### config.mk
export PLATFORM = sky130hd
export DESIGN_NAME = fetch_stage
export DESIGN_NICKNAME = d
export VERILOG_FILES = /design/src/rtl/fetch_stage.sv
export SDC_FILE = /design/constraint.sdc
export NUM_CORES = 1
export LEC_CHECK = 0
export CORE_ASPECT_RATIO = 0.9
export CORE_MARGIN = 1
export CORE_UTILIZATION = 45
export DETAILED_ROUTE_END_ITERATION = 12
export PLACE_DENSITY = 0.78
export SYNTH_ARGS = -nofsm -noshare
export SYNTH_HDL_FRONTEND = slang
export SYNTH_SLANG_ARGS = --single-unit
export TNS_END_PERCENT = 50
### constraint.sdc
create_clock -name clk -period 3.9 [get_ports clk]
set_input_delay 0.78 -clock clk [delete_from_list [all_inputs] [get_ports clk]]
set_output_delay 0.78 -clock clk [all_outputs]
set_load 0.05 [all_outputs]
### src/rtl/fetch_stage.sv
// Instruction fetch stage: one outstanding icache request, redirect/squash
// tracking, and a one-entry hold buffer for instructions that decode cannot take yet.
module fetch_stage #(
    parameter logic [31:0] RESET_PC = 32'h0000_2000,
    parameter logic [31:0] NOP_INST = 32'h0000_0013
) (
    input  logic        clk,
    input  logic        reset,
    input  logic [1:0]  PC_Sel,
    input  logic [31:0] alu_target,
    input  logic        Inst_Kill,
    input  logic        stall,
    output logic [31:0] icache_addr,
    output logic        icache_re,
    input  logic [31:0] icache_dout,
    input  logic        icache_resp_valid,
    output logic [31:0] inst,
    output logic [31:0] pc_I,
    output logic        inst_valid,
    output logic [1:0]  fsm_state
);

    // Handshake: a request is accepted in any cycle icache_re is high; the
    // response arrives in a later cycle marked by icache_resp_valid and always
    // answers the oldest (only) accepted request.
    typedef enum logic [1:0] {
        ISSUE = 2'd0,
        RUN   = 2'd1,
        WAIT  = 2'd2,
        HOLD  = 2'd3
    } state_t;

    state_t      state, state_nxt;
    logic [31:0] fetch_pc;
    logic [31:0] redir_tgt;
    logic        redir_pend;
    logic        squash;
    logic [31:0] hold_inst;

    logic [31:0] issue_addr;
    logic        resp_here;
    logic        deliver;
    logic        killed;

    assign fsm_state = state;

    always_comb begin
        issue_addr = fetch_pc;
        if (PC_Sel == 2'd1)
            issue_addr = alu_target;
        else if (redir_pend)
            issue_addr = redir_tgt;
        issue_addr[1:0] = 2'b00;
    end

    assign icache_addr = issue_addr;
    assign resp_here   = ((state == RUN) || (state == WAIT)) && icache_resp_valid;
    assign icache_re   = (state == ISSUE) || (resp_here && !stall);
    assign killed      = Inst_Kill || squash || redir_pend;

    always_comb begin
        state_nxt  = state;
        deliver    = 1'b0;
        inst       = NOP_INST;
        inst_valid = 1'b0;
        case (state)
            ISSUE: state_nxt = RUN;
            RUN, WAIT: begin
                if (!icache_resp_valid)
                    state_nxt = WAIT;
                else if (stall)
                    state_nxt = HOLD;
                else begin
                    state_nxt = RUN;
                    deliver   = 1'b1;
                end
            end
            HOLD: begin
                if (!stall) begin
                    state_nxt = ISSUE;
                    deliver   = 1'b1;
                end
            end
            default: state_nxt = ISSUE;
        endcase
        // Squashed deliveries still retire the handshake, they just show a bubble.
        if (deliver && !killed) begin
            inst       = (state == HOLD) ? hold_inst : icache_dout;
            inst_valid = 1'b1;
        end
    end

    always_ff @(posedge clk or posedge reset) begin
        if (reset) begin
            state      <= ISSUE;
            fetch_pc   <= RESET_PC;
            pc_I       <= RESET_PC;
            redir_pend <= 1'b0;
            redir_tgt  <= 32'h0;
            squash     <= 1'b0;
            hold_inst  <= NOP_INST;
        end else begin
            state <= state_nxt;
            if (icache_re) begin
                pc_I       <= issue_addr;
                fetch_pc   <= issue_addr + 32'd4;
                redir_pend <= 1'b0;
                squash     <= 1'b0;
            end else if (PC_Sel == 2'd1) begin
                redir_pend <= 1'b1;
                redir_tgt  <= alu_target;
                squash     <= 1'b1;
            end
            if (resp_here && stall)
                hold_inst <= icache_dout;
        end
    end

endmodule

; ---- Yosys cells after proc, flatten, opt, wreduce, memory -nomap -nowiden
; Index checks and enable logic that the tools add are counted.
[word_totals]
inputBits = 71
reg_bits = 129
elab_cells = 41
out_inout_bits = 100
[op_classes]
muxes = 14
eq_ne = 5
add_sub_neg = 1
reduce_logical = 14
bitwise_logic = 1
[op_table]
columns = op, n
row1 = 32-bit 2-to-1 mux, 4
row2 = "32-bit by 3-bit adder with 32-bit output, second input constant", 1
row3 = 2-bit 2-to-1 mux, 3
row4 = 2-bit one-hot mux with 3 select lines, 1
row5 = 1-bit 2-to-1 mux, 5
row6 = "2-bit by 1-bit == test with 1-bit output, second input constant", 2
row7 = "2-bit == test, second input constant", 2
row8 = 1-bit logical AND, 4
row9 = 1-bit logical OR, 4
row10 = 1-bit zero test, 2
row11 = 2-bit zero test, 1
row12 = "2-bit inequality test, second input constant", 1
row13 = 1-bit one-hot mux with 2 select lines, 1
row14 = 2-bit AND reduction, 1
row15 = 2-bit nonzero test, 1
row16 = 2-bit OR reduction, 1
row17 = 1-bit NOT, 1

; ---- Logic depth before layout (Yosys ltp)
[logic_depth]
ltp_word = 7
ltp_mapped = 10

; ---- Worst setup path after synthesis
; OpenSTA, ideal clock, no wires.
[synth_path]
path_type = register to output
from = register state[0], in the netlist fsm_state[0]
to = output inst[10]
setup_slack_ns = 0.663
path_stages_with_launch = 6
t_required_ns = 3.120
t_arrival_ns = 2.457
path_cell_list = dfrtp_1 ha_1 clkbuf_1 clkbuf_1 mux2i_1 nor2_1
[synth_via]
elab_chain_cells = 5
word_cells_on_any_way = 8
cone_classes = eq/ne (3) / mux (3) / reduce/logical (2)
[synth_lines]
columns = element, line
row1 = "start, declared", 33  ; state_t state, state_nxt;
row2 = "start signal, assigned", 103  ; state <= state_nxt;
row3 = 2-bit by 1-bit == test with 1-bit output / 2-bit == test (equally long branches), 66  ; case (state)
row4 = 2-bit OR reduction, 66
row5 = 1-bit one-hot mux with 2 select lines, 66
row6 = 1-bit logical AND, 87  ; if (deliver && !killed) begin
row7 = 32-bit 2-to-1 mux (*), 87
row8 = "end, declared", 17  ; output logic [31:0] inst,
; Every way passes the cells marked *; elsewhere a longest branch is shown, timed or not.

==> flow_summary.toml <==
[floorplan]
rows = 41
start_util_pct = 46.5
die_x_um = 129
floorplan.die.height_um = 117
area_of_the_core_region_um2 = 14100
dieArea_um2 = 15100
pin_count = 171

[synthesis]
postSynthAreaPerCell_um2 = 10.7
largest_cells_by_area_after_synthesis = "sky130_fd_sc_hd__dfrtp_1 46%, sky130_fd_sc_hd__mux2_2 16%, sky130_fd_sc_hd__mux2i_1 7.5%"
synth-seq-cells = 125
synth_top_cell_area_share_pct = 45.7
edff_count_synth = 0
synthesis.instances = 613
ys_dominant_reg_cell = "sky130_fd_sc_hd__dfrtp_1"
post_synth_instance_area_um2 = 6570
synth.yosys.seq_area_share_pct = 47.7
synth.largest_area_cell = "sky130_fd_sc_hd__dfrtp_1"
postSynth.asyncResetShare_pct = 100
post_synthesis_cell_type_count = 51
ys_warn_count = 0

[power_and_ir_drop]
switching_share_pct = 43.1
max-vdd-ir-drop_mv = 0.797
internal-power_mw = 5.06
power_density_nw_per_um2 = 934
leakagePower_nw = 4.12
p_sw_mw = 3.84
pwr-share-seq_pct = 26.2
report.power.total_mw = 8.90
clkPwrFrac_pct = 17.8
combPwrFrac_pct = 56.0

[placed_design]
routabilityCongestion = 0.810
dp_hpwl_um = 12100
portBuffers = 164

[timing]
hold_viol = 0
final.setup.tns_ps = 0
finalCritPeriodShare_pct = 94.1
clock-skew-final_ps = 6.82
achievable-frequency_mhz = 272
maxSlewViolCount = 0
setup_viol = 0
final.min_clock_period_ps = 3670
tightest_slew_ps = 1070
rsz0062_at_grt = "false"
slew_headroom_pct = 28.9

[cts]
worst_skew_pair.late_latency_ps = 420
clock_tree.htree_level_count = 4
cts_resized = 0
buffer_depth_of_the_longest_clock_path = 2
cts_buffers = 17
cell_chosen_for_the_clock_root = "sky130_fd_sc_hd__clkbuf_16"
cts_hold_buf = 0
postCtsSetupBuffers = 0
clkTransAtPathRegs_ps = 50
clkSinkCount = 125
cts_tree = "yes"

[critical_path]
start_kind = "flip-flop"
cpMaxStageDelayCell = "sky130_fd_sc_hd__dfrtp_1"
timing.critical_path.required_ps = 3120
timing.critical_path.fanout_max = 21
timing.critical_path.arrival_ps = 2890
critical_path.cell_chain = "buf_4 -> mux2_2 -> mux2i_1 -> inv_1 -> buf_12"
crit_path_capture_type = "output pin"
max_stage_delay_ps = 1040
critPathKind = "flip-flop to output pin"

[finish]
antenna_cells_inserted = 0
nNetsFinal = 854
layout_area_growth_over_synthesis_pct = 45.2
finalCoreUtilization_pct = 67.6
post_route_cells_drive_above_1_share_pct = 29.2
nFillCells = 1012

[routing]
post_route_wl_um = 16900
dr.first_iter.drc_count = 270
drc = 0
detailedRoute.firstPassIterationCount = 5
met2_length_um = 8210
wl_met3_um = 1350
routedWlPerCell_um = 17.2
detailroute.via_count = 5096
drt-met1-wl_um = 7180
drt-vias-per-instance = 5.17
antenna_violating_nets_post_route = 0
top_layer = "met4"

[hold_path]
hp-class = "flip-flop to flip-flop"

[global_route]
antenna_found_initial = 0
grt_pass1_vias = 5309
grt_pass1_wl_um = 27300
gr-total-overflow = 0
pin_count_of_the_biggest_net_entering_global_routing = 98
gr-usage-all-layers_pct = 23.8

[outcome]
status = "finished, final reports clean"

[run]
maxCapViolCount = 0
==> critical path: cells and delay by family, from the launching register on <==
kind / cells / cell delay (ps)
buffers and inverters: 3 / 710
flip-flops: 1 / 1040
multiplexers: 2 / 720
==> registers in the layout (all words and copies together), names as in the netlist <==
signal     flops
redir_tgt     30
squash         1
hold_inst     32
pc_I          30
fsm_state      2
fetch_pc      30
==> cell usage after synthesis, types with 2 or more instances <==
cell	number
sky130_fd_sc_hd__nand4_1	2
sky130_fd_sc_hd__mux2_2	92
sky130_fd_sc_hd__nor4_1	3
sky130_fd_sc_hd__mux2i_1	49
sky130_fd_sc_hd__mux2i_2	3
sky130_fd_sc_hd__o21ai_0	38
sky130_fd_sc_hd__xor2_1	4
sky130_fd_sc_hd__dfrtp_1	120
sky130_fd_sc_hd__xnor2_1	23
sky130_fd_sc_hd__and2_1	2
sky130_fd_sc_hd__nor4_2	4
sky130_fd_sc_hd__clkbuf_1	19
sky130_fd_sc_hd__dfstp_2	5
sky130_fd_sc_hd__nand2_1	104
sky130_fd_sc_hd__mux2_1	3
sky130_fd_sc_hd__nand3_1	5
sky130_fd_sc_hd__nor2_1	45
sky130_fd_sc_hd__inv_1	22
sky130_fd_sc_hd__and3_1	3
sky130_fd_sc_hd__nor2b_1	2
sky130_fd_sc_hd__nor3b_1	2
sky130_fd_sc_hd__buf_6	3
sky130_fd_sc_hd__nor3_1	6
sky130_fd_sc_hd__buf_4	6
sky130_fd_sc_hd__ha_1	4
sky130_fd_sc_hd__buf_1	3
sky130_fd_sc_hd__nor3_4	2
sky130_fd_sc_hd__buf_2	4
sky130_fd_sc_hd__a21oi_1	8
sky130_fd_sc_hd__o21ai_1	5
sky130_fd_sc_hd__nand2_2	2
==> final timing paths <==
path	start	endpoint	slack, ps	cells after the start
hold / removal	fetch_pc[3]	fetch_pc[3]	470	2
min in group asynchronous	reset	hold_inst[7]	630	2
setup reg to reg	squash	fetch_pc[30]	660	8
max in group asynchronous	reset	pc_I[13]	2540	3
setup / recovery	squash	icache_addr[19]	230	5
hold reg to reg	fetch_pc[3]	fetch_pc[3]	470	2
==> cell type report <==
type | count | area, µm² | area share [%]
multi-input cells | 431 | 3160 | 33.1
inverters | 23 | 90.1 | 0.945
clock inverters | 5 | 77.6 | 0.814
flip-flops and latches | 125 | 3130 | 32.9
clock buffers | 27 | 523 | 5.49
well taps | 193 | 241 | 2.53
repair buffers | 181 | 2310 | 24.2
==> metal layers <==
| layer | global-route usage [%] | vias to the layer above |
|---|---|---|
| li1 | - | 2411 |
| met1 | 30.2 | 2504 |
| met2 | 38.3 | 165 |
| met3 | 7.60 | 16 |
| met4 | 8.71 | 0 |
| met5 | 0 | - |
==> power groups by stage <==
stage               sequential (mW)  combinational [mW]  clock, mW
finish                         2.33                4.98       1.59
global route                   2.41                5.31       1.67
CTS                            2.33                5.01       1.61
detailed placement             2.35                4.98          0
global placement               2.29                4.86          0
floorplan                      2.74                2.84          0
==> kinds of logic after synthesis <==
family                     Yosys count  share of synthesized area, %
AOI/OAI and AO/OA                   56                          4.52
xor gates and xnor gates            27                          3.60
adders and majority gates            4                         0.762
buffers and inverters               60                          4.61
DFF                                125                          47.7
muxes                              148                          24.6
other                                1                        0.0571
and+or+nand+nor                    192                          14.1
==> layout by cell type (no fill, tap or decap), types with 5 or more instances in the layout <==
master                            netlist  final
sky130_fd_sc_hd__mux2_2                92     92
sky130_fd_sc_hd__clkbuf_8               0      6
sky130_fd_sc_hd__nor3_1                 6      6
sky130_fd_sc_hd__o21ai_0               38     38
sky130_fd_sc_hd__buf_12                 1     56
sky130_fd_sc_hd__mux2i_1               49     49
sky130_fd_sc_hd__clkdlybuf4s50_1        0    100
sky130_fd_sc_hd__nand2_1              104    104
sky130_fd_sc_hd__a21oi_1                8      8
sky130_fd_sc_hd__o21ai_1                5      5
sky130_fd_sc_hd__buf_4                  6     25
sky130_fd_sc_hd__nand3_1                5      5
sky130_fd_sc_hd__xnor2_1               23     23
sky130_fd_sc_hd__dfstp_2                5      5
sky130_fd_sc_hd__inv_1                 22     21
sky130_fd_sc_hd__clkbuf_16              0     17
sky130_fd_sc_hd__dfrtp_1              120    120
sky130_fd_sc_hd__nor2_1                45     43
==> metrics by stage <==
| stage | area (µm²) | worst slack (ps) | hold WS (ps) | cells |
|---|---|---|---|---|
| floorplan | 6580 | 663 | 435 | 616 |
| global placement | 8930 | 454 | 445 | 953 |
| detailed placement | 8930 | 448 | 461 | 953 |
| CTS | 9530 | 209 | 472 | 985 |
| global route | 9530 | 97.0 | 491 | 985 |
| finish | 9530 | 229 | 470 | 985 |
Note: power is estimated with default switching activity, not from simulation.
